==> config.mk <==
export PLATFORM = sky130hd
export DESIGN_NAME = wbuart_init_seq
export DESIGN_NICKNAME = d
export VERILOG_FILES = /design/src/rtl/wbuart_init_seq.sv
export SDC_FILE = /design/constraint.sdc
export NUM_CORES = 1
export LEC_CHECK = 0
export CORE_ASPECT_RATIO = 0.8
export CORE_MARGIN = 2
export CORE_UTILIZATION = 35
export DETAILED_ROUTE_END_ITERATION = 6
export GPL_ROUTABILITY_DRIVEN = 0
export PLACE_DENSITY = 0.92
export SLEW_MARGIN = 5
export SYNTH_ARGS = -nofsm -noshare
export SYNTH_HDL_FRONTEND = slang
export SYNTH_SLANG_ARGS = --single-unit
==> constraint.sdc <==
create_clock -name clk_i -period 4.65 [get_ports clk_i]
set_input_delay 0.465 -clock clk_i [delete_from_list [all_inputs] [get_ports clk_i]]
set_output_delay 0.465 -clock clk_i [all_outputs]
set_load 0.005 [all_outputs]
==> src/rtl/wbuart_init_seq.sv <==
// Boot-time wbuart32 setup sequencer: writes the setup word, then hands the bus to the core.
// Define WBUART_INIT_VERIFY_EN to add a read-back check of the written setup word.
`timescale 1ns/1ps
module wbuart_init_seq #(
    parameter logic [31:0] SETUP_ADDR     = 32'hA000_0020,
    parameter logic [31:0] SETUP_VALUE    = 32'h8000_02B6,
    parameter int unsigned TIMEOUT_CYCLES = 255,
    parameter int unsigned MAX_RETRIES    = 3
) (
    input  logic        clk_i,
    input  logic        rstn_i,
    input  logic        core_cyc_i,
    input  logic        core_stb_i,
    input  logic        core_we_i,
    input  logic [31:0] core_adr_i,
    input  logic [31:0] core_dat_i,
    input  logic [3:0]  core_sel_i,
    output logic        core_stall_o,
    output logic        core_ack_o,
    output logic [31:0] core_dat_o,
    output logic        wb_cyc_o,
    output logic        wb_stb_o,
    output logic        wb_we_o,
    output logic [31:0] wb_adr_o,
    output logic [31:0] wb_dat_o,
    output logic [3:0]  wb_sel_o,
    input  logic        wb_stall_i,
    input  logic        wb_ack_i,
    input  logic [31:0] wb_dat_i,
    output logic        init_done_o,
    output logic        init_err_o
);

    typedef enum logic [2:0] {
        START,
        WR_REQ,
        WR_WAIT,
`ifdef WBUART_INIT_VERIFY_EN
        RD_REQ,
        RD_WAIT,
`endif
        DONE,
        FAIL
    } state_e;

    localparam logic [15:0] TMO_LIMIT = 16'(TIMEOUT_CYCLES);
    localparam logic [7:0]  RETRY_MAX = 8'(MAX_RETRIES);

    state_e      state_q, state_d;
    logic        cyc_q, cyc_d;
    logic        stb_q, stb_d;
    logic        we_q, we_d;
    logic [31:0] adr_q, adr_d;
    logic [31:0] dat_q, dat_d;
    logic [3:0]  sel_q, sel_d;
    logic [15:0] tmo_q, tmo_d;
    logic [15:0] tmo_inc;
    logic [7:0]  retry_q, retry_d;
    logic        done_q, done_d;
    logic        err_q, err_d;
    logic        pass;
    logic        fail;

    always_comb begin
        state_d = state_q;
        cyc_d   = cyc_q;
        stb_d   = stb_q;
        we_d    = we_q;
        adr_d   = adr_q;
        dat_d   = dat_q;
        sel_d   = sel_q;
        tmo_d   = tmo_q;
        retry_d = retry_q;
        done_d  = done_q;
        err_d   = err_q;
        tmo_inc = tmo_q + 16'd1;
        pass    = 1'b0;
        fail    = 1'b0;

        unique case (state_q)
            START: state_d = WR_REQ;
            // First cycle in a request state has cyc low: it is the bus gap.
            WR_REQ: begin
                if (!stb_q) begin
                    cyc_d = 1'b1;
                    stb_d = 1'b1;
                    we_d  = 1'b1;
                    adr_d = SETUP_ADDR;
                    dat_d = SETUP_VALUE;
                    sel_d = 4'hF;
                end else if (!wb_stall_i) begin
                    stb_d   = 1'b0;
                    tmo_d   = '0;
                    state_d = WR_WAIT;
                end
            end
            WR_WAIT: begin
                if (wb_ack_i) begin
                    cyc_d = 1'b0;
`ifdef WBUART_INIT_VERIFY_EN
                    state_d = RD_REQ;
`else
                    pass = 1'b1;
`endif
                end else if (tmo_inc == TMO_LIMIT) begin
                    fail = 1'b1;
                end else begin
                    tmo_d = tmo_inc;
                end
            end
`ifdef WBUART_INIT_VERIFY_EN
            RD_REQ: begin
                if (!stb_q) begin
                    cyc_d = 1'b1;
                    stb_d = 1'b1;
                    we_d  = 1'b0;
                    adr_d = SETUP_ADDR;
                    sel_d = 4'hF;
                end else if (!wb_stall_i) begin
                    stb_d   = 1'b0;
                    tmo_d   = '0;
                    state_d = RD_WAIT;
                end
            end
            RD_WAIT: begin
                if (wb_ack_i) begin
                    cyc_d = 1'b0;
                    if (wb_dat_i == SETUP_VALUE) begin
                        pass = 1'b1;
                    end else begin
                        fail = 1'b1;
                    end
                end else if (tmo_inc == TMO_LIMIT) begin
                    fail = 1'b1;
                end else begin
                    tmo_d = tmo_inc;
                end
            end
`endif
            default: ;
        endcase

        if (pass) begin
            state_d = DONE;
            done_d  = 1'b1;
        end

        // Retry re-enters WR_REQ with cyc low, giving the idle cycle.
        if (fail) begin
            cyc_d = 1'b0;
            stb_d = 1'b0;
            if (retry_q < RETRY_MAX) begin
                retry_d = retry_q + 8'd1;
                state_d = WR_REQ;
            end else begin
                state_d = FAIL;
                done_d  = 1'b1;
                err_d   = 1'b1;
            end
        end
    end

    always_ff @(posedge clk_i) begin
        if (!rstn_i) begin
            state_q <= START;
            cyc_q   <= 1'b0;
            stb_q   <= 1'b0;
            we_q    <= 1'b0;
            adr_q   <= '0;
            dat_q   <= '0;
            sel_q   <= '0;
            tmo_q   <= '0;
            retry_q <= '0;
            done_q  <= 1'b0;
            err_q   <= 1'b0;
        end else begin
            state_q <= state_d;
            cyc_q   <= cyc_d;
            stb_q   <= stb_d;
            we_q    <= we_d;
            adr_q   <= adr_d;
            dat_q   <= dat_d;
            sel_q   <= sel_d;
            tmo_q   <= tmo_d;
            retry_q <= retry_d;
            done_q  <= done_d;
            err_q   <= err_d;
        end
    end

    always_comb begin
        if (done_q) begin
            wb_cyc_o     = core_cyc_i;
            wb_stb_o     = core_stb_i;
            wb_we_o      = core_we_i;
            wb_adr_o     = core_adr_i;
            wb_dat_o     = core_dat_i;
            wb_sel_o     = core_sel_i;
            core_stall_o = wb_stall_i;
            core_ack_o   = wb_ack_i;
            core_dat_o   = wb_dat_i;
        end else begin
            wb_cyc_o     = cyc_q;
            wb_stb_o     = stb_q;
            wb_we_o      = we_q;
            wb_adr_o     = adr_q;
            wb_dat_o     = dat_q;
            wb_sel_o     = sel_q;
            core_stall_o = 1'b1;
            core_ack_o   = 1'b0;
            core_dat_o   = '0;
        end
    end

    assign init_done_o = done_q;
    assign init_err_o  = err_q;

endmodule

==> summary.md, run 1 <==
| Metric | Value |
|---|---|
| Status | `completed` |
| Flop pwr share | `38.7%` |
| Pleak | `1.820 nW` |
| Cell area after synthesis | `2504 um2` |
| Max FO, Critical Path | `13` |
| Final Slew Violations | `0` |
| Worst-margin pin slew | `0.6746 ns` |
| Post_cts resized | `0` |
| Antenna Nets Post-Route | `0` |
| Antenna violations before repair | `1` |
| FF+latch count, synth | `32` |
| Cell Rows | `27` |
| Largest net degree at the start of global routing | `68` |
| Routed wire per std cell | `18.09 um` |
| Number of global-route vias before repair | `3,045` |
| Total GRT Usage | `27.38%` |
| GRT overflow | `0` |
| Vias/cell | `5.137` |
| First-pass GRT wire length | `16,750 um` |
| Clock-pin transition on the worst setup and hold timing paths | `0.07 ns` |
| Hold Vio Cnt, Final | `0` |
| IO Port Bufs | `213` |
| Post-CTS setup buffers | `0` |
| Switch share | `22.52%` |
| Core box area | `6892 um2` |
| Die footprint | `7850 um2` |
| TritonRoute pass-1 iters | `5` |
| Data required, critical path | `4.83 ns` |
| Sink Count | `32` |
| Nature of the critical path endpoint | `register` |
| Yosys warnings | `0` |
| Die width | `98.56 um` |
| Final min period | `2.852 ns` |
| HP Class | `register to register` |
| Die height | `79.65 um` |
| Via count | `3,149` |
| Clock network power share | `36.7%` |
| Synth Instances | `327` |
| Max Freq | `0.3507 GHz` |
| Initial core utilization | `36.33%` |
| Crit path launch type | `register` |
| Ys async rst share | `0%` |
| Slew Limit Headroom | `54.88%` |
| Internal power | `565.1 uW` |
| # nets final | `634` |
| WP data arrival | `3.03 ns` |
| Reg2reg path depth | `8` |
| Number of H-tree levels | `2` |
| Yosys cell types | `53` |
| Area Overhead vs Synth | `89.21%` |
| Hold depth | `1` |
| Worst vdd ir | `0.1838 mV` |
| Pwr Density | `154.0 nW/um2` |
| Combinational fraction of design power | `24.6%` |
| Clock tree buffer depth | `2` |
| CTS tree | `done` |
| EDFF count, synth | `0` |
| Cts bufs inserted | `5` |
| Seq/Total Area, Yosys | `25.59%` |
| CTS root buf | `clkbuf_8` |
| Final setup vio count | `0` |
| Hold buffers post-CTS | `0` |
| Clock Latency Late Sink | `0.29 ns` |
| Syn Nets | `437` |
| Number of DRC markers in iteration 0 | `318` |
| Crit share post-route | `61.33%` |
| Setup_tns | `0 ns` |
| P_sw | `164.3 uW` |
| Max Cap Viol | `0` |
| DRC | `0` |
| Synth Area per Inst | `7.656 um2` |
| Final cell count without fillers | `613` |
| WS Path Type | `register to register` |
| Filler cells | `553` |
| Placed Instances | `604` |
| RSZ-0062 raised after global routing | `no` |
| Top_reg_cell synth | `dfxtp_1` |
| DPL Wire Length | `9061 um` |
| Number of I/O pins | `214` |
| R2r setup slk | `1.80 ns` |
| Final wirelength | `11,090 um` |
| Worst Skew | `0.002162 ns` |
| Share of layout cells above drive strength 1 | `4.952%` |
Yosys cell counts (all sizes together) (2+ instances only):
cell type | number | share of area (%)
a21oi | 5 | 1.0
o211ai | 2 | 1.1
clkbuf | 16 | 2.4
mux2i | 2 | 0.80
o21ai | 16 | 3.3
nor2 | 11 | 1.9
a31oi | 3 | 0.75
o2bb2ai | 4 | 1.4
ha | 3 | 1.5
nor4 | 5 | 2.7
nor3b | 5 | 1.9
nand3 | 4 | 0.80
dfxtp | 32 | 26
inv | 5 | 0.75
o31ai | 6 | 1.8
nand4 | 5 | 1.8
nor3 | 8 | 1.6
and4 | 2 | 0.75
and2 | 98 | 25
and3 | 4 | 1.0
xnor2 | 5 | 1.7
buf | 8 | 2.7
nand4b | 2 | 0.70
o21a | 7 | 2.4
nand2 | 45 | 6.7
mux2 | 2 | 0.90
nand2b | 6 | 1.5
nor2b | 4 | 1.0
o2111ai | 2 | 1.4
stage by stage:
stage	utilization, %	worst slack [ns]	total power, mW	hold slack (ns)	area (um2)
6_report	68.74	1.798	0.7293	0.4697	4737
5_1_grt	68.74	1.560	0.7557	0.4958	4737
4_1_cts	68.70	1.852	0.7316	0.4664	4735
3_5_place_dp	67.08	1.878	0.4670	0.4493	4623
3_3_place_gp	67.08	1.999	0.4652	0.4437	4623
2_1_floorplan	-	2.371	0.3247	0.4302	2504
layout by cell type, fill, tap and decap left out, drive strengths merged, types with 6 or more instances in the layout:
| master | n |
|---|---|
| clkdlybuf4s50 | 213 |
| and2 | 98 |
| nand2 | 45 |
| dfxtp | 32 |
| o21ai | 16 |
| nor2 | 11 |
| nor3 | 8 |
| o21a | 7 |
| nand2b | 6 |
| o31ai | 6 |
worst max-delay path: stages, from the launching register on:
cell       delay (ns)
dfxtp_1          0.43
ha_1             0.34
and4_1           0.35
nor3b_4          0.33
o211a_1          0.24
o2111ai_4        0.19
o21ai_2          0.53
nor3_1           0.09
a211o_1          0.24
power by group through the flow:
stage / Sequential, mW / Clock [mW] / Combinational [mW]
3_5_place_dp: 0.289 / 0 / 0.178
3_3_place_gp: 0.288 / 0 / 0.177
5_1_grt: 0.283 / 0.281 / 0.192
4_1_cts: 0.282 / 0.270 / 0.180
6_report: 0.283 / 0.267 / 0.179
2_1_floorplan: 0.286 / 0 / 0.0384
routing by layer:
metal	GRT usage, %	wire, um	share of wire, %	vias to the layer above
li1	-	-	-	1486
met1	30.54	4235	38	1446
met2	50.27	5446	49	183
met3	5.517	841	7.6	34
met4	12.74	567	5.1	0
met5	0	0	0	-
registers in the layout, indices dropped and copies added, names as in the netlist:
register	cells
adr_q	1
cyc_q	1
init_done_o	1
init_err_o	1
retry_q	8
state_q	3
stb_q	1
tmo_q	16
final cells by class:
type / count / area [um2] / area share, %
Timing Repair Buffer: 214 / 2140 / 45.17
Multi-Input combinational cell: 266 / 1714 / 36.19
Sequential cell: 32 / 641.9 / 13.55
Tap cell: 87 / 108.9 / 2.298
Clock buffer: 5 / 68.82 / 1.453
Clock inverter: 3 / 42.54 / 0.8980
Inverter: 5 / 18.77 / 0.3962
Antenna cell: 1 / 2.502 / 0.05283
final timing paths:
kind,startpoint,end
setup reg to reg,tmo_q[1]$_SDFFE_PN0P_,tmo_q[11]$_SDFFE_PN0P_
setup / recovery,tmo_q[1]$_SDFFE_PN0P_,tmo_q[11]$_SDFFE_PN0P_
hold / removal,retry_q[5]$_SDFFE_PN0P_,retry_q[5]$_SDFFE_PN0P_
hold reg to reg,retry_q[5]$_SDFFE_PN0P_,retry_q[5]$_SDFFE_PN0P_
cells by family (layout without fill, tap and decap cells):
logic type | after synthesis | count (layout) | share of synthesized area [%]
compound gates | 52 | 52 | 15.54
xor+xnor | 6 | 6 | 2.099
fa+ha+maj | 3 | 3 | 1.499
buf+inv | 29 | 227 | 5.947
flops | 32 | 32 | 25.59
mux | 4 | 4 | 1.699
other cells | 0 | 1 | 0
simple gates | 201 | 201 | 47.63
No activity file was read; power rests on OpenSTA's default activity.
==> inputs of run 2 (changes only) <==
Settings changed: CORE_UTILIZATION 35 to 33, PLACE_DENSITY 0.92 to 0.88.
Clock period 4.65 ns to 2.89 ns, I/O delays scaled along.
==> summary.md, run 2 (same netlist as run 1, synthesis figures left out) <==
| Metric | Value |
|---|---|
| Final worst slack | `0.1634 ns` |
| Multi-input logic area | `1714 um2` |
| Pwr Density | `255.4 nW/um2` |
| Largest registers | `tmo_q x16, retry_q x8, state_q x3` |
| Area Overhead vs Synth | `91.50%` |
| Max Freq | `0.3668 GHz` |
| Antenna Nets Post-Route | `0` |
| Worst-margin pin slew | `0.8101 ns` |
| Crit share post-route | `94.35%` |
| GRT overflow | `0` |
| Number of H-tree levels | `2` |
| Share of layout cells above drive strength 1 | `5.492%` |
| CTS root buf | `clkbuf_8` |
| Filler cells | `579` |
| Most frequent cells in the layout | `213 x clkdlybuf4s50_1, 97 x and2_1, 45 x nand2_1` |
| Initial core utilization | `33.87%` |
| Hold depth | `1` |
| Placed Instances | `625` |
| Register area | `641.9 um2` |
| WS Path Type | `register to register` |
| First-pass GRT wire length | `15,700 um` |
| Die width | `101.4 um` |
| Final setup vio count | `0` |
| Clock tree buffer depth | `2` |
| Number of I/O pins | `214` |
| Routed wire per std cell | `16.88 um` |
| Total power | `1.225 mW` |
| Hold Vio Cnt, Final | `0` |
| Clock-pin transition on the worst setup and hold timing paths | `0.07 ns` |
| Max FFs per register | `16` |
| Nature of the critical path endpoint | `register` |
| Crit path launch type | `register` |
| Biggest register | `tmo_q` |
| IO Port Bufs | `213` |
| Max FO, Critical Path | `7` |
| R2r setup slk | `0.16 ns` |
| Slew Limit Headroom | `45.87%` |
| Final Slew Violations | `0` |
| # nets final | `637` |
| Diodes inserted | `0` |
| WP data arrival | `2.91 ns` |
| Largest net degree at the start of global routing | `61` |
| Via count | `3,106` |
| Pleak | `1.844 nW` |
| DPL Wire Length | `8627 um` |
| Setup_tns | `0 ns` |
| Cell Rows | `28` |
| RSZ-0062 raised after global routing | `yes` |
| Vias/cell | `4.907` |
| DRC | `0` |
| Pre-CTS setup slack | `0.2921 ns` |
| Clock Latency Late Sink | `0.29 ns` |
| TritonRoute pass-1 iters | `5` |
| Number of global-route vias before repair | `2,914` |
| Status | `completed` |
| Max Cap Viol | `0` |
| Antenna violations before repair | `0` |
| Final cell count without fillers | `633` |
| Worst vdd ir | `0.1685 mV` |
| Finished Core Util | `64.86%` |
| Post-CTS setup buffers | `0` |
| Total GRT Usage | `24.81%` |
| Cts bufs inserted | `5` |
| CTS tree | `done` |
| Reg-to-reg endpoint | `tmo_q[11]$_SDFFE_PN0P_` |
| Sink Count | `32` |
| Commonest non-fill, non-tap cell in the layout | `clkdlybuf4s50_1` |
| Die height | `81.91 um` |
| Post-Layout Inst Area | `4795 um2` |
| Reg2reg path depth | `8` |
| Worst min-delay path startpoint | `retry_q[3]$_SDFFE_PN0P_` |
| HP Class | `register to register` |
| Core box area | `7392 um2` |
| Die footprint | `8304 um2` |
| Final min period | `2.727 ns` |
| Data required, critical path | `3.07 ns` |
| Number of DRC markers in iteration 0 | `249` |
| Worst Skew | `0.008109 ns` |
| Hold_ws | `0.4656 ns` |
| Hold EP | `retry_q[3]$_SDFFE_PN0P_` |
| Launch point of the worst reg-to-reg path | `tmo_q[0]$_SDFFE_PN0P_` |
| Placed instance area | `4668 um2` |
| Final wirelength | `10,690 um` |
## run 2: area by class of cell
class / count / area share (%)
repair buffers: 217 / 45.09
clock inverters: 1 / 0.6263
multi-input cells: 266 / 35.75
well taps: 105 / 2.740
clock buffers: 7 / 2.009
inverters: 5 / 0.3914
flip-flops and latches: 32 / 13.39
## run 2: worst max-delay path, stage by stage, from the launching register on
cell	delay, ns
dfxtp_1	0.43
ha_1	0.32
and4_1	0.37
nor3b_4	0.35
o211a_1	0.24
o2111ai_4	0.20
o21ai_2	0.37
nor3_1	0.08
a211o_1	0.24
## run 2: what timing repair did
item / in CTS / in global routing
hold buffers: 0 / 0
resized for setup: 0 / 0
endpoints found under the setup margin: 0 / 4
## run 2: how the worst max path moves through the flow
stage	start	endpoint	slack, ns	cells after the start
floorplan	tmo_q[1]$_SDFFE_PN0P_	tmo_q[11]$_SDFFE_PN0P_	0.61	9
global placement	tmo_q[0]$_SDFFE_PN0P_	tmo_q[11]$_SDFFE_PN0P_	0.40	8
detailed placement	tmo_q[0]$_SDFFE_PN0P_	tmo_q[11]$_SDFFE_PN0P_	0.29	8
CTS	tmo_q[0]$_SDFFE_PN0P_	tmo_q[11]$_SDFFE_PN0P_	0.25	8
global route	tmo_q[0]$_SDFFE_PN0P_	tmo_q[11]$_SDFFE_PN0P_	-0.03	8
finish	tmo_q[0]$_SDFFE_PN0P_	tmo_q[11]$_SDFFE_PN0P_	0.16	8
## run 2: report_power, final
part           switching (mW)  internal (mW)  total [mW]
combinational          0.0879          0.207       0.295
clock                   0.173          0.304       0.477
sequential            0.00546          0.447       0.453
## run 2: per-layer routing
layer,vias up,share of wire [%],global-route usage [%]
met5,-,0,0
met1,1403,37,27.43
met3,35,7.8,5.191
met2,174,50,44.64
li1,1494,-,-
met4,0,5.2,13.78
